### src/rtl/fsm_matrix_scan_param.sv
// fsm_matrix_scan_param: per-frame DAC bias programming then row-major ROWSxCOLS pixel scan with ADC handoff.
// Define FSM_MATRIX_TIMEOUT_EN to add a TO_CYC wait-state timeout driving the sticky err_o flag.
module fsm_matrix_scan_param #(
  parameter int ROWS       = 4,
  parameter int COLS       = 4,
  parameter int ROW_W      = (ROWS > 1) ? $clog2(ROWS) : 1,
  parameter int COL_W      = (COLS > 1) ? $clog2(COLS) : 1,
  parameter int DAC_WRITES = 2,
  parameter int DACCH_W    = (DAC_WRITES > 1) ? $clog2(DAC_WRITES) : 1,
  parameter int SETTLE_CYC = 16,
  parameter int TO_CYC     = 4096
) (
  input  logic               clk_i,
  input  logic               rst_i,
  input  logic               start_i,
  input  logic               cont_i,
  input  logic               abort_i,
  input  logic               eodac_i,
  input  logic               eoadc_i,
  input  logic               pix_ready_i,
  output logic               stdac_o,
  output logic [DACCH_W-1:0] dacch_o,
  output logic               stadc_o,
  output logic [ROW_W-1:0]   row_o,
  output logic [COL_W-1:0]   col_o,
  output logic               pix_valid_o,
  output logic               frame_done_o,
  output logic               busy_o,
  output logic               eos_o,
  output logic               err_o
);
  localparam int SET_W = (SETTLE_CYC > 1) ? $clog2(SETTLE_CYC) : 1;
  typedef enum logic [3:0] {IDLE, DAC_ST, DAC_WT, DAC_SET, PIX_SEL, ADC_ST, ADC_WT, PIX_OUT, NEXT} state_t;
  state_t state, nxt;
  logic [SET_W-1:0] set_cnt;
  logic set_done, last_dac, last_row, last_col, to_exp, clr, dac_inc;
  logic stdac_d, stadc_d, pix_valid_d, frame_done_d, busy_d, eos_d;
  assign set_done = set_cnt == SET_W'(SETTLE_CYC - 1);
  assign last_dac = dacch_o == DACCH_W'(DAC_WRITES - 1);
  assign last_row = row_o == ROW_W'(ROWS - 1);
  assign last_col = col_o == COL_W'(COLS - 1);
`ifdef FSM_MATRIX_TIMEOUT_EN
  localparam int TO_W = (TO_CYC > 1) ? $clog2(TO_CYC) : 1;
  logic [TO_W-1:0] to_cnt;
  logic to_fire;
  assign to_exp = to_cnt == TO_W'(TO_CYC - 1);
  assign to_fire = to_exp && ((state == DAC_WT && !eodac_i) || (state == ADC_WT && !eoadc_i));
  always_ff @(posedge clk_i) begin
    if (rst_i) begin
      to_cnt <= '0;
      err_o  <= 1'b0;
    end else begin
      to_cnt <= ((state == DAC_WT || state == ADC_WT) && nxt == state) ? to_cnt + 1'b1 : '0;
      err_o  <= (state == IDLE && start_i) ? 1'b0 : (to_fire ? 1'b1 : err_o);
    end
  end
`else
  assign to_exp = 1'b0;
  assign err_o  = 1'b0;
`endif
  always_comb begin
    nxt = state;
    case (state)
      IDLE:    nxt = start_i ? DAC_ST : IDLE;
      DAC_ST:  nxt = DAC_WT;
      DAC_WT:  nxt = eodac_i ? DAC_SET : (to_exp ? IDLE : DAC_WT);
      DAC_SET: nxt = !set_done ? DAC_SET : (last_dac ? PIX_SEL : DAC_ST);
      PIX_SEL: nxt = set_done ? ADC_ST : PIX_SEL;
      ADC_ST:  nxt = ADC_WT;
      ADC_WT:  nxt = eoadc_i ? PIX_OUT : (to_exp ? IDLE : ADC_WT);
      PIX_OUT: nxt = pix_ready_i ? NEXT : PIX_OUT;
      NEXT:    nxt = !(last_row && last_col) ? PIX_SEL : (cont_i ? DAC_ST : IDLE);
      default: nxt = IDLE;
    endcase
    if (abort_i && state != IDLE) nxt = IDLE;
  end
  // Outputs are decoded from the next state and registered, so they line up with the state they describe.
  always_comb begin
    stdac_d      = nxt == DAC_ST;
    stadc_d      = nxt == ADC_ST;
    pix_valid_d  = nxt == PIX_OUT;
    frame_done_d = state == PIX_OUT && nxt == NEXT && last_row && last_col;
    busy_d       = nxt != IDLE;
    eos_d        = nxt == IDLE;
    clr          = nxt == IDLE || (nxt == DAC_ST && (state == IDLE || state == NEXT));
    dac_inc      = state == DAC_SET && nxt == DAC_ST;
  end
  always_ff @(posedge clk_i) begin
    if (rst_i) begin
      state        <= IDLE;
      set_cnt      <= '0;
      dacch_o      <= '0;
      row_o        <= '0;
      col_o        <= '0;
      stdac_o      <= 1'b0;
      stadc_o      <= 1'b0;
      pix_valid_o  <= 1'b0;
      frame_done_o <= 1'b0;
      busy_o       <= 1'b0;
      eos_o        <= 1'b1;
    end else begin
      state        <= nxt;
      set_cnt      <= ((state == DAC_SET || state == PIX_SEL) && nxt == state) ? set_cnt + 1'b1 : '0;
      dacch_o      <= clr ? '0 : (dac_inc ? dacch_o + 1'b1 : dacch_o);
      col_o        <= clr ? '0 : (state == NEXT ? (last_col ? '0 : col_o + 1'b1) : col_o);
      row_o        <= clr ? '0 : (state == NEXT && last_col ? row_o + 1'b1 : row_o);
      stdac_o      <= stdac_d;
      stadc_o      <= stadc_d;
      pix_valid_o  <= pix_valid_d;
      frame_done_o <= frame_done_d;
      busy_o       <= busy_d;
      eos_o        <= eos_d;
    end
  end
endmodule

### config.mk
export PLATFORM = sky130hd
export DESIGN_NAME = fsm_matrix_scan_param
export DESIGN_NICKNAME = d
export VERILOG_FILES = /design/src/rtl/fsm_matrix_scan_param.sv
export SDC_FILE = /design/constraint.sdc
export NUM_CORES = 1
export LEC_CHECK = 0
export BUFFER_PORTS_ARGS = -buffer_cell sky130_fd_sc_hd__buf_2
export CORE_ASPECT_RATIO = 0.6
export CORE_UTILIZATION = 35
export CTS_BUF_LIST = sky130_fd_sc_hd__clkbuf_4
export DETAILED_ROUTE_END_ITERATION = 10
export GPL_ROUTABILITY_DRIVEN = 0
export SETUP_SLACK_MARGIN = 0.4
export SYNTH_ARGS = -nofsm -noshare
export SYNTH_HDL_FRONTEND = slang
export SYNTH_SLANG_ARGS = --single-unit
### constraint.sdc
create_clock -name clk_i -period 3 [get_ports clk_i]
set_clock_uncertainty 0.2 [all_clocks]
set_input_delay 0.15 -clock clk_i [delete_from_list [all_inputs] [get_ports clk_i]]
set_output_delay 0.15 -clock clk_i [all_outputs]
set_load 0.03 [all_outputs]
==> results.md, run 1 <==
* Outcome: finished, violations left
* Failing checks: DRC
* P_leak at 0.460 nW
* CP peak stage delay at 670 ps
* Top cell family by delay on the critical path: compound AO/OA/AOI/OAI gates
* Sequential fraction of the synthesis area at 38.5%
* DP Area at 1070 µm²
* Tightest Pin Transition at 659 ps
* Skew-Pair Late Insertion Delay at 300 ps
* Fraction of registers with async set/reset at 0%
* Register share of total power at 54.2%
* Setup CP Type: reg -> reg
* Internal Power at 352 µW
* Post-DR wirelength/cell at 13.2 µm
* DRT Pass-1 Iters at 9
* # DRC at 4
* Mapped Cells at 101
* Sw power at 157 µW
* Yosys cell types at 45
* Hold Vio Cnt, Final at 0
* Most instantiated cells after synthesis: dfxtp_1, nand2_1, nor3_1
* Slew Viols, Final at 0
* Worst setup SP type: flop
* Crit-path max FO at 13
* Fin nets at 133
* Setup TNS at 0 ps
* Cell area after layout at 1140 µm²
* Synth warn at 0
* Final setup vio count at 0
* Setup ws final at 629 ps
* Final ANT Viol Nets at 0
* Initial antenna violation count at 0
* Clock share of power at 26.6%
* Hold WC Path Type: reg -> reg
* Grt total ovfl at 0
* Synthesized cell area at 987 µm²
* Main area contributors after synthesis: dfxtp_1, mux2i_1, nor3_1
* Largest net degree at the start of global routing at 14
* Shortest period the worst path allows at 2370 ps
* Max_cap viols at 0
* CTS Buf Count at 3
* Clock-pin slew on the worst setup and hold paths at 120 ps
* Relative slew slack at 55.9%
* RSZ-0062 raised after global routing: false
* Routed wire length at 2020 µm
* Top FF cell, synth: dfxtp_1
* Slowest-stage cell, CP: dfxtp_1
* Design Power at 510 µW
* H-Tree Level Count at 1
* FILL cells at 247
* IO Pins at 20
* Crit-path cells: nand2_1 -> or2_1 -> a311o_1 -> a311o_1 -> a211oi_1
* DR vias at 815
* CORE AREA at 2590 µm²
* Clock Sink Count at 19
* IO buf count at 18
* CTS root buffer: clkbuf_4
* Top-count cell post-synth: dfxtp_1
* P per Cell Area at 446 nW/µm²
* Post-synth EDFFs at 0
* First-iteration detailed-routing DRC count at 116
* Worst Path Required at 3010 ps
* Die ar. at 3040 µm²
* Tcrit/Tclk final at 79.0%
* Final HPWL DP at 1470 µm
* Peak supply drop at 0.373 mV
* Die Wd at 70.6 µm
* Number of global-route vias before repair at 709
* Share of layout cells above drive strength 1 at 24.8%
* Most frequent CP cell: a311o_1
* CTS max path bufs at 2
* Ant diodes at 0
* CTS tree: yes
* Syn nets at 112
* Pre-CTS setup slack at 666 ps
* Placed instance count at 146
* Fmax achieved at 422 MHz
* Share of the synthesized area in the top cell type at 38.5%
* R2r setup slk at 630 ps
* Area grow syn2layout at 15.8%
* First-pass GRT wire length at 3450 µm
* WP data arrival at 2380 ps
* Initial Utilization at 38.1%
* # rows at 14
* Overall routing resource usage at 14.7%
* Logic pwr share at 19.2%
* Worst path bufs/invs at 0
* Synth Register Bits at 19
* Critical Path Sink Type: flop
* Die Ht at 43.1 µm
* Mean Syn Cell Area at 9.77 µm²
* Synth area leader: dfxtp_1
* Sw frac at 30.9%
* DR vias/cell at 5.33
* Final Non-Filler Cells at 153
-- metal layers --
layer	part of all wire, %	global-route usage, %
met3	8.7	4.99
met5	0	0
met1	54	23.0
met4	0	2.40
met2	37	19.0
-- worst register-to-register path, stage by stage, from the launching register on --
cell      delay (ps)
dfxtp_1          670
nand2_1          120
or2_1            230
a311o_1          350
a311o_1          460
a211oi_1         250
-- registers in the layout, summed over array words and instances (netlist names) --
name,flops
eos_o,1
pix_valid_o,1
col_o,2
stdac_o,1
stadc_o,1
state,4
row_o,2
dacch_o,1
frame_done_o,1
busy_o,1
set_cnt,4
-- stage by stage --
step	utilization [%]	hold WS, ps
global route	44.1	306
floorplan	-	29.3
CTS	43.8	274
finish	44.1	272
global placement	41.5	238
detailed placement	41.5	240
-- cell type report --
type	instances	area, µm²	share of cell area (%)
Sequential cell	19	380	33.3
Timing Repair Buffer	21	120	10.5
Clock buffer	3	22.5	1.97
Inverter	2	7.51	0.656
Clock inverter	1	7.51	0.656
Tap cell	32	40.0	3.50
Multi-Input combinational cell	75	566	49.5
-- final timing paths --
path | start | end | cells after the start
setup reg to reg | state[2] | dacch_o | 5
hold reg to reg | set_cnt[0] | set_cnt[0] | 1
hold / removal | set_cnt[0] | set_cnt[0] | 1
setup / recovery | state[2] | dacch_o | 5
-- cells by family after synthesis --
kind of cell             count (synthesis)  synth area share [%]
XOR/XNOR                                 4                  3.55
buffers and inverters                    7                  5.07
flip-flops                              19                  38.5
multiplexers                             4                  4.06
AND/OR/NAND/NOR                         47                  29.4
adder cells (fa/ha/maj)                  3                  3.80
AO/OA/AOI/OAI                           16                  15.2
other                                    1                 0.380
-- timing repair --
item / in CTS / in global routing
hold endpoints to repair: 5 / 0
setup endpoints to repair: 0 / 1
hold buffers: 3 / 0
gates resized for setup: 0 / 1
buffers inserted: 0 / 0
-- power groups by stage --
stage	combinational [mW]	clock, mW	sequential [mW]
2_1_floorplan	0.0709	0	0.285
3_3_place_gp	0.0945	0	0.280
3_5_place_dp	0.0935	0	0.279
4_1_cts	0.0975	0.143	0.274
5_1_grt	0.106	0.153	0.278
6_report	0.0980	0.135	0.276
-- cells in the final DEF (no fill, tap or decap), types with 2 or more instances in the layout --
| master | instances |
|---|---|
| mux2i_1 | 4 |
| nor3_1 | 8 |
| nand2b_1 | 2 |
| clkbuf_4 | 3 |
| inv_1 | 2 |
| dfxtp_1 | 19 |
| nand2_1 | 9 |
| or4b_1 | 2 |
| nor2_1 | 7 |
| buf_2 | 18 |
| and2_1 | 2 |
| dlygate4sd3_1 | 3 |
| a311o_1 | 2 |
| and3_1 | 2 |
| ha_1 | 3 |
| o21ai_0 | 2 |
| nand3_1 | 2 |
| xor2_1 | 2 |
| xnor2_1 | 2 |
No activity file was read; power rests on OpenSTA's default activity.
==> run 2, diff against run 1 <==
Clock period 3 ns to 2 ns, I/O delays scaled along.
==> results.md, run 2 (synthesis gave the netlist of run 1 again) <==
* Met2 Use GR at 31.7% (+13 points)
* End of the worst register-to-register path: col_o[0]
* Clock-pin slew on the worst setup and hold paths at 110 ps (about the same)
* P per Cell Area at 563 nW/µm² (+26%)
* RSZ-0062 raised after global routing: true
* Final ANT Viol Nets at 0 (unchanged)
* Design Power at 848 µW (+67%)
* CTS max path bufs at 2 (unchanged)
* Final HPWL DP at 1920 µm (+30%)
* Die Ht at 43.1 µm (unchanged)
* Hold path cells at 5 (+4)
* First-pass GRT wire length at 4480 µm (+30%)
* Number of global-route vias before repair at 939 (+32%)
* Most used routing layer: met2
* Shortest period the worst path allows at 2070 ps (-297 ps)
* Setup TNS at -450 ps (-450 ps)
* Clock Sink Count at 19 (unchanged)
* Overall routing resource usage at 19.2% (+4.5 points)
* Initial antenna violation count at 0 (unchanged)
* Failing checks: DRC, setup timing
* R2r setup slk at -70 ps (-700 ps)
* H-Tree Level Count at 1 (unchanged)
* CTS tree: yes
* Worst Path Required at 2030 ps (-980 ps)
* Post-DR wirelength/cell at 14.8 µm (+12%)
* Grt met3 use at 4.75% (-0.24 points)
* Routed wire length at 2660 µm (+32%)
* Fin nets at 160 (+20%)
* Area grow syn2layout at 52.6%
* Skew-Pair Late Insertion Delay at 300 ps (about the same)
* Max_cap viols at 0 (unchanged)
* DR vias/cell at 5.17 (-3.0%)
* Worst R2R Start: state[0]
* Initial Utilization at 38.1% (unchanged)
* Grt total ovfl at 0 (unchanged)
* DRT Pass-1 Iters at 7 (-2)
* Top Registers: set_cnt: 4 flops, state: 4 flops
* Die Wd at 70.6 µm (unchanged)
* Final Non-Filler Cells at 180 (+18%)
* WP data arrival at 2100 ps (-280 ps)
* Peak supply drop at 0.463 mV (+24%)
* Die ar. at 3040 µm² (unchanged)
* # DRC at 4 (unchanged)
* Ant diodes at 0 (unchanged)
* Slew Viols, Final at 0 (unchanged)
* Hold_sp: abort_i
* Most frequent cells in the layout: buf_4, buf_2, nand2_1, dfxtp_1, nor3_1
* Placed instance count at 167 (+14%)
* Hold path endpoint: state[0]
* Outcome: finished, violations left
* Tcrit/Tclk final at 104% (+25 points)
* # rows at 14 (unchanged)
* Setup CP Type: reg -> reg
* First-iteration detailed-routing DRC count at 16 (-86%)
* Met1 Resource Use GR at 25.8% (+2.8 points)
* Final setup vio count at 13 (+13)
* Largest net degree at the start of global routing at 13 (-1)
* IO Pins at 20 (unchanged)
* DR vias at 930 (+14%)
* CORE AREA at 2590 µm² (unchanged)
* CTS root buffer: clkbuf_4
* Share of layout cells above drive strength 1 at 56.1% (+31 points)
* P_leak at 0.617 nW (+34%)
* FILL cells at 233 (-5.7%)
* Hold Vio Cnt, Final at 0 (unchanged)
* Worst setup SP type: flop
* Crit-path max FO at 7 (-6)
* CTS Buf Count at 3 (unchanged)
* Setup ws final at -74.0 ps (-703 ps)
* Critical Path Sink Type: flop
* Hold WC Path Type: in -> reg
* IO buf count at 18 (unchanged)
* Fmax achieved at 482 MHz (+14%)
* Reg2Reg Depth at 5 (unchanged)
* Commonest non-fill, non-tap cell in the layout: buf_4
## run 2: what timing repair did
action                                  4_1_cts  5_1_grt
endpoints found under the setup margin       17       17
gates resized for setup                      20        6
hold buffers                                  2        1
hold endpoints to repair                      7        2
buffers inserted                              4        2
gates cloned                                  0        0
pin swaps                                     8        3
## run 2: through the flow
| stage | hold WS (ps) | setup WS, ps | utilization (%) | area, µm² |
|---|---|---|---|---|
| detailed placement | 205 | -171 | 50.2 | 1300 |
| floorplan | -28.2 | -30.4 | - | 1060 |
| CTS | -49.7 | -67.2 | 55.8 | 1450 |
| global route | 121 | -144 | 58.1 | 1510 |
| global placement | 196 | -91.6 | 50.2 | 1300 |
| finish | 102 | -74.0 | 58.1 | 1510 |
## run 2: layout make-up
class,instances,area [µm²],area share (%)
multi-input cells,75,693,46.0
well taps,32,40.0,2.66
clock buffers,3,22.5,1.50
repair buffers,48,330,21.9
clock inverters,1,7.51,0.498
flip-flops and latches,19,405,26.9
inverters,2,7.51,0.498
## run 2: layer usage
metal  vias to the layer above  part of all wire (%)
met3                         3                   3.8
met2                        16                    46
met1                       443                    50
li1                        468                     -
met5                         -                     0
met4                         0                  0.41
## run 2: worst max path at each step
stage                     slack [ps]        from          end
after global routing            -140    state[0]  pix_valid_o
after CTS                        -70    state[0]  pix_valid_o
final                            -70    state[0]     col_o[0]
after detailed placement        -170    state[2]  pix_valid_o
after global placement           -90  set_cnt[0]     col_o[0]
after floorplan                  -30    state[1]      stadc_o
## run 2: critical path, cell delays in order, from the launching register on
cell	delay, ps
dfxtp_4	400
or4b_4	550
a21oi_4	190
nor3_1	80
a311o_2	380
nor3_1	200
## run 2: power breakdown
part	total [mW]	switching (mW)	internal [mW]	leakage (nW)
Sequential	0.405	0.0156	0.390	0.160
Clock	0.205	0.128	0.0763	0.0139
Combinational	0.238	0.127	0.112	0.443
